## src/rtl/beamform_pkg.sv

```systemverilog
// Shared types and width helpers for the beamforming delay path.
package beamform_pkg;

    localparam int unsigned DW_INTEGER_DEF  = 18;
    localparam int unsigned DW_FRACTION_DEF = 6;
    localparam int unsigned DW_DELAY_DEF    = 12;
    localparam int unsigned MAX_STEPS_DEF   = 8;

    // Signed K_n term width and error accumulator width (one guard bit).
    localparam int unsigned TERM_W_DEF = DW_INTEGER_DEF + DW_FRACTION_DEF + 1;
    localparam int unsigned ACC_W_DEF  = TERM_W_DEF + 1;

    typedef enum logic [1:0] {
        ST_IDLE,
        ST_WAIT_TERM,
        ST_ADJUST,
        ST_OUTPUT
    } state_t;

    function automatic int unsigned term_width(input int unsigned di, input int unsigned df);
        return di + df + 1;
    endfunction

    function automatic int unsigned acc_width(input int unsigned di, input int unsigned df);
        return term_width(di, df) + 1;
    endfunction

endpackage

```

## src/rtl/delay_side_stepper.sv

```systemverilog
// One-side delay/error adjust step. DELAY_SATURATE_EN selects hold-at-max
// instead of wrap on increment overflow.
module delay_side_stepper
    import beamform_pkg::*;
#(
    parameter int unsigned DW_FRACTION = DW_FRACTION_DEF,
    parameter int unsigned DW_DELAY    = DW_DELAY_DEF,
    parameter int unsigned ACC_W       = ACC_W_DEF
) (
    input  logic        [DW_DELAY-1:0] d,
    input  logic signed [ACC_W-1:0]    e,
    output logic        [DW_DELAY-1:0] d_next,
    output logic signed [ACC_W-1:0]    e_next,
    output logic                       changed,
    output logic                       ovf
);

    // Wide enough that (2d+1)<<DW_FRACTION and e never overflow the compare.
    localparam int unsigned CW = ACC_W + DW_DELAY + DW_FRACTION + 2;

    logic signed [CW-1:0] e_w;
    logic signed [CW-1:0] d_w;
    logic signed [CW-1:0] d_sh;
    logic signed [CW-1:0] inc_step;
    logic signed [CW-1:0] dec_step;

    always_comb begin
        e_w      = {{(CW-ACC_W){e[ACC_W-1]}}, e};
        d_w      = {{(CW-DW_DELAY){1'b0}}, d};
        d_sh     = d_w <<< DW_FRACTION;
        inc_step = (d_w + d_w + CW'(1)) <<< DW_FRACTION;
        dec_step = (d_w + d_w - CW'(1)) <<< DW_FRACTION;

        d_next  = d;
        e_next  = e;
        changed = 1'b0;
        ovf     = 1'b0;

        if (e_w >= d_sh) begin
            ovf = (d == '1);
`ifdef DELAY_SATURATE_EN
            if (d != '1) begin
                d_next  = d + 1'b1;
                e_next  = ACC_W'(e_w - inc_step);
                changed = 1'b1;
            end
`else
            d_next  = d + 1'b1;
            e_next  = ACC_W'(e_w - inc_step);
            changed = 1'b1;
`endif
        end else if ((e_w < -d_sh) && (d != '0)) begin
            d_next  = d - 1'b1;
            e_next  = ACC_W'(e_w + dec_step);
            changed = 1'b1;
        end
    end

endmodule

```

## src/rtl/element_delay_accumulator.sv

```systemverilog
// Per-element integer delay tracker driven by K_n error terms.
// Optional DELAY_SATURATE_EN: hold delays at max instead of wrapping.
module element_delay_accumulator
    import beamform_pkg::*;
#(
    parameter int unsigned DW_INTEGER  = DW_INTEGER_DEF,
    parameter int unsigned DW_FRACTION = DW_FRACTION_DEF,
    parameter int unsigned DW_DELAY    = DW_DELAY_DEF,
    parameter int unsigned MAX_STEPS   = MAX_STEPS_DEF
) (
    input  logic                                  clk,
    input  logic                                  rst_n,
    input  logic                                  start,
    input  logic        [DW_DELAY-1:0]            r0_delay,
    input  logic signed [DW_INTEGER+DW_FRACTION:0] term_pos,
    input  logic signed [DW_INTEGER+DW_FRACTION:0] term_neg,
    input  logic                                  term_ready,
    input  logic                                  last_element,
    output logic                                  term_ack,
    output logic        [DW_DELAY-1:0]            delay_pos,
    output logic        [DW_DELAY-1:0]            delay_neg,
    output logic        [5:0]                     element_idx,
    output logic                                  out_valid,
    input  logic                                  out_ready,
    output logic                                  done,
    output logic                                  overflow
);

    localparam int unsigned ACC_W = acc_width(DW_INTEGER, DW_FRACTION);
    localparam int unsigned SCW   = $clog2(MAX_STEPS + 1);

    state_t                    state;
    logic signed [ACC_W-1:0]   e_pos;
    logic signed [ACC_W-1:0]   e_neg;
    logic                      last_q;
    logic        [SCW-1:0]     step_cnt;

    logic        [DW_DELAY-1:0] d_pos_nx;
    logic        [DW_DELAY-1:0] d_neg_nx;
    logic signed [ACC_W-1:0]    e_pos_nx;
    logic signed [ACC_W-1:0]    e_neg_nx;
    logic                       chg_pos;
    logic                       chg_neg;
    logic                       ovf_pos;
    logic                       ovf_neg;

    delay_side_stepper #(
        .DW_FRACTION (DW_FRACTION),
        .DW_DELAY    (DW_DELAY),
        .ACC_W       (ACC_W)
    ) u_step_pos (
        .d       (delay_pos),
        .e       (e_pos),
        .d_next  (d_pos_nx),
        .e_next  (e_pos_nx),
        .changed (chg_pos),
        .ovf     (ovf_pos)
    );

    delay_side_stepper #(
        .DW_FRACTION (DW_FRACTION),
        .DW_DELAY    (DW_DELAY),
        .ACC_W       (ACC_W)
    ) u_step_neg (
        .d       (delay_neg),
        .e       (e_neg),
        .d_next  (d_neg_nx),
        .e_next  (e_neg_nx),
        .changed (chg_neg),
        .ovf     (ovf_neg)
    );

    always_ff @(posedge clk or negedge rst_n) begin
        if (!rst_n) begin
            state       <= ST_IDLE;
            e_pos       <= '0;
            e_neg       <= '0;
            last_q      <= 1'b0;
            step_cnt    <= '0;
            term_ack    <= 1'b0;
            delay_pos   <= '0;
            delay_neg   <= '0;
            element_idx <= '0;
            out_valid   <= 1'b0;
            done        <= 1'b0;
            overflow    <= 1'b0;
        end else begin
            term_ack <= 1'b0;
            done     <= 1'b0;
            case (state)
                ST_IDLE: begin
                    if (start) begin
                        delay_pos   <= r0_delay;
                        delay_neg   <= r0_delay;
                        e_pos       <= '0;
                        e_neg       <= '0;
                        element_idx <= 6'd1;
                        overflow    <= 1'b0;
                        state       <= ST_WAIT_TERM;
                    end
                end
                ST_WAIT_TERM: begin
                    if (term_ready) begin
                        e_pos    <= e_pos + ACC_W'(term_pos);
                        e_neg    <= e_neg + ACC_W'(term_neg);
                        last_q   <= last_element;
                        step_cnt <= '0;
                        term_ack <= 1'b1;
                        state    <= ST_ADJUST;
                    end
                end
                ST_ADJUST: begin
                    delay_pos <= d_pos_nx;
                    delay_neg <= d_neg_nx;
                    e_pos     <= e_pos_nx;
                    e_neg     <= e_neg_nx;
                    overflow  <= overflow | ovf_pos | ovf_neg;
                    // Exit on a quiet cycle or once the step budget is spent.
                    if (!(chg_pos || chg_neg) || (step_cnt == SCW'(MAX_STEPS - 1))) begin
                        out_valid <= 1'b1;
                        state     <= ST_OUTPUT;
                    end else begin
                        step_cnt <= step_cnt + 1'b1;
                    end
                end
                ST_OUTPUT: begin
                    if (out_ready) begin
                        out_valid <= 1'b0;
                        if (last_q) begin
                            done  <= 1'b1;
                            state <= ST_IDLE;
                        end else begin
                            element_idx <= element_idx + 1'b1;
                            state       <= ST_WAIT_TERM;
                        end
                    end
                end
                default: state <= ST_IDLE;
            endcase
        end
    end

endmodule

```

## config.mk

```make
export PLATFORM = sky130hd
export DESIGN_NAME = element_delay_accumulator
export DESIGN_NICKNAME = d
export VERILOG_FILES = /design/src/rtl/beamform_pkg.sv /design/src/rtl/delay_side_stepper.sv /design/src/rtl/element_delay_accumulator.sv
export SDC_FILE = /design/constraint.sdc
export NUM_CORES = 1
export LEC_CHECK = 0
export ABC_AREA = 0
export BUFFER_PORTS_ARGS = -buffer_cell sky130_fd_sc_hd__buf_2
export CORE_ASPECT_RATIO = 1.1
export CORE_MARGIN = 2
export CORE_UTILIZATION = 35
export CTS_CLUSTER_DIAMETER = 50
export DETAILED_ROUTE_END_ITERATION = 12
export PLACE_DENSITY_LB_ADDON = 0.2
export SLEW_MARGIN = 20
export SYNTH_ARGS = -nofsm -noshare
export SYNTH_HDL_FRONTEND = slang
export SYNTH_SLANG_ARGS = --single-unit
```

## constraint.sdc

```tcl
create_clock -name clk -period 7.6 [get_ports clk]
set_input_delay 1.14 -clock clk [delete_from_list [all_inputs] [get_ports clk]]
set_output_delay 1.14 -clock clk [all_outputs]
set_load 0.1 [all_outputs]
```

== After elaboration in Yosys (flattened, before gate mapping) ==
Cells that the tools add are included.
Word-level totals
  output and inout port bits: 34
  register bits: 93
  input bits: 68
Operators by class
  $lt $le $gt $ge: 4
  mux-type cells: 45
  equal/unequal tests: 14
  reductions and logical operators: 23
  bitwise operators: 2
  add/subtract/negate cells: 20
Operators with widths (count)
  two-way mux 26 bit: 7
  case mux 26 bit (3 select lines): 2
  < comparator 26 x 46 -> 1 bit: 2
  negator 18 -> 46 bit: 2
  two-way mux 12 bit: 5
  adder 26 x 25 -> 26 bit: 2
  adder 26 bit: 2
  >= comparator 26 x 19 -> 1 bit: 2
  subtractor 26 bit: 2
  case mux 12 bit (2 select lines): 2
  adder 20 x 2 -> 20 bit, second input constant: 2
  subtractor 20 x 2 -> 20 bit, second input constant: 2
  adder 12 x 12 -> 13 bit: 2
  adder 12 x 1 -> 12 bit, second input constant: 2
  equality test 12 bit, second input constant: 2
  nonzero test 12 bit: 2
  subtractor 12 x 1 -> 12 bit, second input constant: 2
  two-way mux 6 bit: 3
  AND reduction 4 bit: 4
  two-way mux 1 bit: 15
  != test 2 bit, second input constant: 6
  case mux 6 bit (2 select lines): 1
  AND reduction 3 bit: 4
  two-way mux 2 bit: 4
  other kinds (18): 29

== Logic depth before layout (Yosys ltp) ==
Gate-level depths: netlist of the first run.
  depth after elaboration: 10
  depth in mapped cells: 24
  gate-level depth less buffers: 21

== Modules after synthesis ==
From an unflattened synthesis of the first run, not the netlist that was laid out.
Second synthesis, totals
  cells, all modules: 1856
  area total of the unflattened synthesis: 14346.3 um^2
By module, submodules not included
  element_delay_accumulator: cells an instance 837, times used 1, area an instance 6859.1 um^2, sequential area each 2327.2 um^2
  delay_side_stepper at u_step_pos: cells an instance 515, times used 1, area an instance 3758.6 um^2, sequential area each 0.0 um^2
  delay_side_stepper at u_step_neg: cells an instance 504, times used 1, area an instance 3728.6 um^2, sequential area each 0.0 um^2

== Worst setup path after synthesis of the first run ==
Ideal clock, no wire load.
  kind: register -> register
  from: register delay_pos[0]
  to: register e_pos[24]
  required time: 7.470 ns
  data arrival time: 5.396 ns
  stages on the path, launching flop included: 22
  path buffers: 2
  setup slack: 2.074 ns
  cell sequence: dfrtp_1 > inv_1 > ha_1 > or4bb_1 > o211ai_1 > a221oi_1 > o21ai_0 > nand2b_1 > clkbuf_1 > buf_1 > nor2_1 > a21oi_1 > ha_1 > nor2b_1 > o31a_1 > o311a_1 > o21ai_0 > a211o_1 > a31oi_1 > a31oi_1 > xor2_1 > o21ai_0
Between the ends
  word-level cells in the longest chain between the ends: 6
  elaborated cells between the ends (all ways): 15
  classes of those cells: 6 x add/sub; 2 x order compare; 1 x eq/ne; 3 x mux; 3 x reduce/logical
Ends and longest elaborated chain
  from (decl): RTL line element_delay_accumulator.sv:20  | output logic [DW_DELAY-1:0] delay_pos,
  from (signal assigned): RTL line element_delay_accumulator.sv:93  | delay_pos <= r0_delay;
  from (signal assigned): RTL line element_delay_accumulator.sv:113  | delay_pos <= d_pos_nx;
  adder 12 x 12 -> 13 bit: RTL line delay_side_stepper.sv:31, delay_side_stepper.sv:32
  subtractor 20 x 2 -> 20 bit: RTL line delay_side_stepper.sv:32  | dec_step = (d_w + d_w - CW'(1)) <<< DW_FRACTION;
  adder 26 bit: RTL line delay_side_stepper.sv:54  | e_next = ACC_W'(e_w + dec_step);
  two-way mux 26 bit: RTL line delay_side_stepper.sv:52  | end else if ((e_w < -d_sh) && (d != '0)) begin
  two-way mux 26 bit: RTL line delay_side_stepper.sv:39  | if (e_w >= d_sh) begin
  case mux 26 bit (3 select lines): RTL line element_delay_accumulator.sv:90  | case (state)
  to (signal assigned): RTL line element_delay_accumulator.sv:104  | e_pos <= e_pos + ACC_W'(term_pos);
  to (signal assigned): RTL line element_delay_accumulator.sv:115  | e_pos <= e_pos_nx;
  to (decl): RTL line element_delay_accumulator.sv:33  | logic signed [ACC_W-1:0] e_pos;
Several ways; a longest one is shown, not always the timed one. The select of a mux whose other input is x is not followed.
A chain may end at the register's enable or synchronous reset.

== Final worst setup path of the first run ==
  from: register delay_pos[0]
  to: register e_pos[25]
The elaborated chain is that of the path after synthesis.

==> results of run 1 <==
worst max path at each step:
stage | start | to | slack [ns] | depth (start not counted)
floorplan | delay_pos[0] | e_pos[24] | 2.07 | 21
global placement | delay_pos[0] | e_pos[25] | 1.84 | 19
detailed placement | delay_pos[0] | e_pos[25] | 1.85 | 19
CTS | delay_pos[0] | e_pos[25] | 1.84 | 19
global route | delay_pos[0] | e_pos[25] | 1.36 | 19
finish | delay_pos[0] | e_pos[25] | 1.85 | 19
synth_stat cells (all sizes together) (5+ instances only):
cell / n
dfrtp: 93
xor2: 47
a211oi: 34
nor2b: 19
and2: 7
a21o: 67
and4: 5
ha: 204
a41oi: 7
nand4: 29
o221ai: 5
or3: 6
buf: 14
a31oi: 20
o21a: 12
nand3: 29
o211ai: 8
o21ai: 100
o31ai: 10
a21oi: 115
a22oi: 20
a32oi: 9
xnor2: 92
o41ai: 5
nor4: 12
a22o: 13
nand2: 129
o21bai: 14
clkbuf: 30
o31a: 7
or2: 6
and3: 17
fa: 6
inv: 63
mux2i: 6
nor2: 84
nor3: 26
nand2b: 11
a2111oi: 6
cell type report:
type                       count  area (sq um)  area share (%)
clock buffer                  11           243            1.84
clock inverter                 5          60.1           0.454
inverter                      64           240            1.82
multi-input combinational   1243          9230            69.8
sequential                    93          2330            17.6
tap                          438           548            4.15
timing repair buffer         109           568            4.30
cells by family (layout without fill, tap and decap cells):
logic type	after synthesis	in the layout	share of synthesized area (%)
flops	93	93	19.4
compound gates	494	494	27.7
buf+inv	108	189	3.62
simple gates	392	392	16.1
fa+ha+maj	210	210	22.3
mux	8	8	0.689
xor+xnor	139	139	10.2
layout by cell type (no fill, tap or decap), types with 7 or more instances in the layout:
cell	n
and3_1	16
inv_1	63
a41oi_1	7
ha_1	203
and2_1	7
o21a_1	12
nand2b_1	11
a22oi_1	20
nand4_1	29
xor2_1	47
a31oi_1	18
xnor2_1	92
dfrtp_1	93
nor4_1	12
a22o_1	13
nor2_1	82
o211ai_1	8
a21oi_1	114
o21bai_1	14
nand2_1	128
buf_4	9
a21o_1	67
o31ai_1	9
buf_2	100
nor2b_1	19
clkbuf_16	9
nor3_1	26
nand3_1	29
a32oi_1	9
a211oi_1	33
o21ai_0	97
o31a_1	7
metrics by stage:
| step | instance area [sq um] | hold WS [ns] | util (%) |
|---|---|---|---|
| floorplan | 12000 | 0.470 | - |
| global placement | 12900 | 0.514 | 38.1 |
| detailed placement | 12900 | 0.518 | 38.1 |
| CTS | 13200 | 0.536 | 38.9 |
| global route | 13200 | 0.563 | 38.9 |
| finish | 13200 | 0.531 | 38.9 |
state kept, by name (all words and copies together) (netlist names):
| signal | cells |
|---|---|
| step_cnt | 4 |
| last_q | 1 |
| delay_pos | 12 |
| e_neg | 26 |
| e_pos | 26 |
| state | 2 |
| element_idx | 6 |
| delay_neg | 12 |
| term_ack | 1 |
| done | 1 |
| out_valid | 1 |
| overflow | 1 |
worst reg2reg max path: cells and delay by family (launching register included):
kind,cells,cell delay [ns]
adders and majority gates,2,0.65
xor gates and xnor gates,2,0.35
DFF,1,0.66
and+or+nand+nor,5,1.55
AOI/OAI and AO/OA,9,2.12
buffers and inverters,1,0.27
metal layers:
| layer | vias to the layer above | wire, microns | GRT usage [%] | part of all wire (%) |
|---|---|---|---|---|
| li1 | 5580 | - | - | - |
| met1 | 5215 | 16100 | 25.1 | 46 |
| met2 | 155 | 17400 | 35.6 | 49 |
| met3 | 31 | 1040 | 2.52 | 2.9 |
| met4 | 0 | 639 | 5.32 | 1.8 |
| met5 | - | 0 | 0 | 0 |
==> impl_results.md, run 1 <==
* WS Path Type: reg -> reg
* Tmin final at 5.75 ns
* Port Buffers at 101
* Synth unique cells at 86
* Worst setup EP type: register
* EDFF count, synth at 0
* Post-synth top area cell: ha_1
* Post-route ant nets at 0
* Largest cells by area after synthesis: ha_1 21%, dfrtp_1 19%, xnor2_1 6.7%, a21oi_1 4.8%, a21o_1 4.2%
* Fraction of the yosys area taken by sequential cells at 19.4%
* Reg2Reg Launch Point: delay_pos[0]
* Drt total wl at 35200 microns
* Ant. Diodes at 0
* Initial antenna violation count at 0
* I/O pin total at 102
* CTS tree: done
* Largest net degree at the start of global routing at 56
* CP Launch Type: register
* Vias in the first global route at 11000
* Worst path bufs/invs at 1
* Wire length per cell at 17.9 microns
* Hold depth at 2
* Mapped Cells at 1444
* Worst clock skew at 0.0128 ns
* Row cnt at 71
* Max Clk Rate at 174 MHz
* Die Footprint at 0.0358 sq mm
* Vias at 11000
* # H-tree levels at 3
* Initial core utilization at 35.3%
* # Post-CTS Setup Buffers at 0
* Core area at 0.0339 sq mm
* Normalized max-slew margin at 36.2%
* Hold path start: e_neg[3]
* DRC viols at 0
* Yosys reg bits at 93
* Drt first-iter violations at 542
* Setup TNS at 0 ns
* Vias per cell at 5.59
* CTS root buffer: clkbuf_16
* Nets at 1798
* Share of layout cells above drive strength 1 at 9.97%
* Pre-CTS setup slack at 1.85 ns
* Least-Margin Pin Slew at 0.957 ns
* Fill count at 3572
* Post-synthesis area per instance at 8.30 sq um
* Post-CTS Resized at 0
* Dpl hpwl at 27900 microns
* First-pass GRT wire length at 57400 microns
* Die height at 198 microns
* CP cell instances: inv_1 -> ha_1 -> or4bb_1 -> o211ai_1 -> a221oi_1 -> o21ai_0 -> nand2b_1 -> nand2_1 -> xnor2_1 -> ha_1 -> or2_2 -> o31a_1 -> nand3_1 -> a41oi_1 -> o41ai_1 -> o21ai_0 -> a31oi_1 -> xor2_1 -> o21ai_0
* DR pass1 iterations at 7
* FF-to-FF End: e_pos[25]
* Crit path arrival time at 5.99 ns
* R2r worst-path depth at 19
* FF-to-FF setup slack at 1.85 ns
* Slowest cell delay on critical path at 0.66 ns
* CP max stage cell: dfrtp_1
* Cell Count, Final, Fillers Out at 1963
* Area Growth Syn to Fin at 10.2%
* Family with the most delay on the worst path: compound AO/OA/AOI/OAI gates
* GRT Overall Usage at 19.9%
* CP most frequent cell: o21ai_0
* Unrepaired setup endpoints after global routing: no
* Maxcap violations at 0
* Predominant post-synthesis flop cell: dfrtp_1
* Syn nets at 1722
* Final setup vio count at 0
* Final WS setup at 1.85 ns
* Status: complete, no violations
* CTS sink count at 93
* Total global routing overflow at 0
* Worst Hold Class: reg -> reg
* Async set or reset register ratio after synthesis at 100%
* Final Hold Fails at 0
* Hold EP: e_neg[3]
* Final Wtd Congestion at 0.884
* YS warnings at 0
* Yosys top cell area share at 21.3%
* Worst-Skew Late Latency at 0.37 ns
* Post-Syn Area at 0.0120 sq mm
* Clk pin slew, worst setup/hold paths at 0.08 ns
* CTS Buf Count at 9
* Hold buffer count at CTS at 0
* Fin. max-slew vios at 0
* Fin crit share at 75.6%
* Largest fanout on the critical path at 19
* Crit path required time at 7.84 ns
* Post-Place Cells at 1947
* Longest Clk Path Bufs at 2
* Die width at 180 microns
Power of run 1 is not shown: default switching activity piles up to over one toggle a cycle in this logic, so the estimate is an artifact.
==> run 2: changes to the inputs <==
Clock period 7.6 ns to 5.75 ns, I/O delays scaled along.
==> run 2 against run 1 <==
  * Design area up 0.40%
  * First-iteration DRC count down 11%
  * Clock-buffer cell count down 1
  * Critical path type unchanged
  * Cell count up 0.31%
==> impl_results.md, run 2 (synthesis results as in run 1) <==
* Vias in the first global route at 10800
* Normalized max-slew margin at 36.8%
* Final Hold Fails at 0
* Final setup vio count at 0
* Unrepaired setup endpoints after global routing: no
* CTS root buffer: clkbuf_16
* I/O pin total at 102
* Row cnt at 71
* DRT met1 WL at 15900 microns
* Drt first-iter violations at 482
* FF-to-FF End: e_pos[22]
* Setup TNS at 0 ns
* FF-to-FF setup slack at 0.56 ns
* Die height at 198 microns
* CTS sink count at 93
* Worst-Skew Late Latency at 0.37 ns
* Initial core utilization at 35.3%
* Largest fanout on the critical path at 11
* WL met2 at 17900 microns
* DRC viols at 0
* Clk pin slew, worst setup/hold paths at 0.07 ns
* Most common cell after layout, fill and taps aside: ha_1
* CP Capture Point: e_pos[22]
* Die Footprint at 0.0358 sq mm
* Status: complete, no violations
* Tmin final at 5.19 ns
* Worst clock skew at 0.0116 ns
* Post-route ant nets at 0
* R2r worst-path depth at 17
* CP Launch Type: register
* Port Buffers at 101
* Max Clk Rate at 193 MHz
* Largest net degree at the start of global routing at 64
* # H-tree levels at 3
* Crit path arrival time at 5.46 ns
* Core area at 0.0339 sq mm
* Routed wl met3 at 1070 microns
* Initial antenna violation count at 0
* Total global routing overflow at 0
* CTS Buf Count at 9
* Fin. max-slew vios at 0
* DR pass1 iterations at 4
* GRT Overall Usage at 19.8%
* Dpl hpwl at 28000 microns
* Crit path required time at 6.02 ns
* Worst Hold Class: reg -> reg
* Maxcap violations at 0
* CP max stage cell: dfrtp_1
* CP cell instances: nor4_2 -> nand4_1 -> nor2_1 -> nand2_1 -> nor3_1 -> ha_1 -> inv_1 -> ha_1 -> and4_1 -> a2111oi_0 -> o31a_1 -> a31oi_1 -> or4b_1 -> and3_4 -> a21oi_2 -> nand2_1 -> o221ai_1
* Drt total wl at 35200 microns
* Longest Clk Path Bufs at 2
* Slowest cell delay on critical path at 0.54 ns
* WS Path Type: reg -> reg
* Crit. Startpoint: delay_pos[2]
* Share of layout cells above drive strength 1 at 10.5%
* Nets at 1806
* Vias per cell at 5.58
* First-pass GRT wire length at 57100 microns
* Reg2Reg Launch Point: delay_pos[2]
* Final Wtd Congestion at 0.864
* Area Growth Syn to Fin at 10.7%
* Most frequent cells in the layout: 203 x ha_1, 128 x nand2_1, 114 x a21oi_1
* Hold buffer count at CTS at 0
* Wire length per cell at 17.9 microns
* Largest regs: e_neg x26, e_pos x26
* CTS tree: done
* Ant. Diodes at 0
* Fin crit share at 90.3%
* Fill count at 3576
* Vias at 11000
* Worst setup EP type: register
* Die width at 180 microns
* Top Layer Used: met4
* # Post-CTS Setup Buffers at 0
* Least-Margin Pin Slew at 0.948 ns
-- run 2: changes by cell type in the layout (fill, tap and decap cells not counted), sizes merged --
| cell | delta |
|---|---|
| buf | +8 |
| clkbuf | -1 |
| clkinv | -2 |
| clkinvlp | +1 |
-- run 2: stage by stage --
| stage | instance area (sq um) | instances | util (%) | hold WS (ns) | worst slack, ns |
|---|---|---|---|---|---|
| after floorplan | 12000 | 1444 | - | 0.470 | 0.224 |
| after global placement | 13000 | 1955 | 38.2 | 0.500 | 0.417 |
| after detailed placement | 13000 | 1955 | 38.2 | 0.521 | 0.427 |
| after CTS | 13300 | 1969 | 39.1 | 0.537 | 0.364 |
| after global routing | 13300 | 1969 | 39.1 | 0.565 | 0.0478 |
| final | 13300 | 1969 | 39.1 | 0.530 | 0.559 |
-- run 2: final cells by class --
cell class | count | area [sq um] | share of cell area, %
tap | 438 | 548 | 4.13
multi-input combinational | 1243 | 9240 | 69.6
sequential | 93 | 2330 | 17.5
clock buffer | 10 | 239 | 1.80
timing repair buffer | 117 | 628 | 4.73
inverter | 64 | 240 | 1.81
clock inverter | 4 | 50.0 | 0.377
-- run 2: per-layer routing --
| metal | vias to the layer above | global-route usage, % |
|---|---|---|
| met5 | - | 0 |
| met3 | 19 | 2.24 |
| li1 | 5601 | - |
| met1 | 5215 | 24.9 |
| met2 | 157 | 36.4 |
| met4 | 0 | 4.06 |
-- run 2: how the worst min path moves through the flow --
| stage | from | to | slack, ns | cells after the start |
|---|---|---|---|---|
| 6_report | e_neg[3] | e_neg[3] | 0.53 | 2 |
| 5_1_grt | e_neg[3] | e_neg[3] | 0.56 | 2 |
| 4_1_cts | e_neg[3] | e_neg[3] | 0.54 | 2 |
| 3_5_place_dp | e_neg[3] | e_neg[3] | 0.52 | 2 |
| 3_3_place_gp | e_neg[3] | e_neg[3] | 0.50 | 2 |
| 2_1_floorplan | e_neg[3] | e_neg[3] | 0.47 | 2 |
-- run 2: repair_timing --
action,CTS,global route
endpoints found under the hold margin,0,0
setup endpoints to repair,0,10
gates resized for setup,0,1
-- run 2: worst max-delay path, delay by kind of cell, from the launching register on --
family	cells	cell delay, ns
AO/OA/AOI/OAI	5	1.33
adder cells (fa/ha/maj)	2	0.49
buffers and inverters	1	0.05
flip-flops	1	0.54
AND/OR/NAND/NOR	9	2.68
Power of run 2 is left out for the same reason.
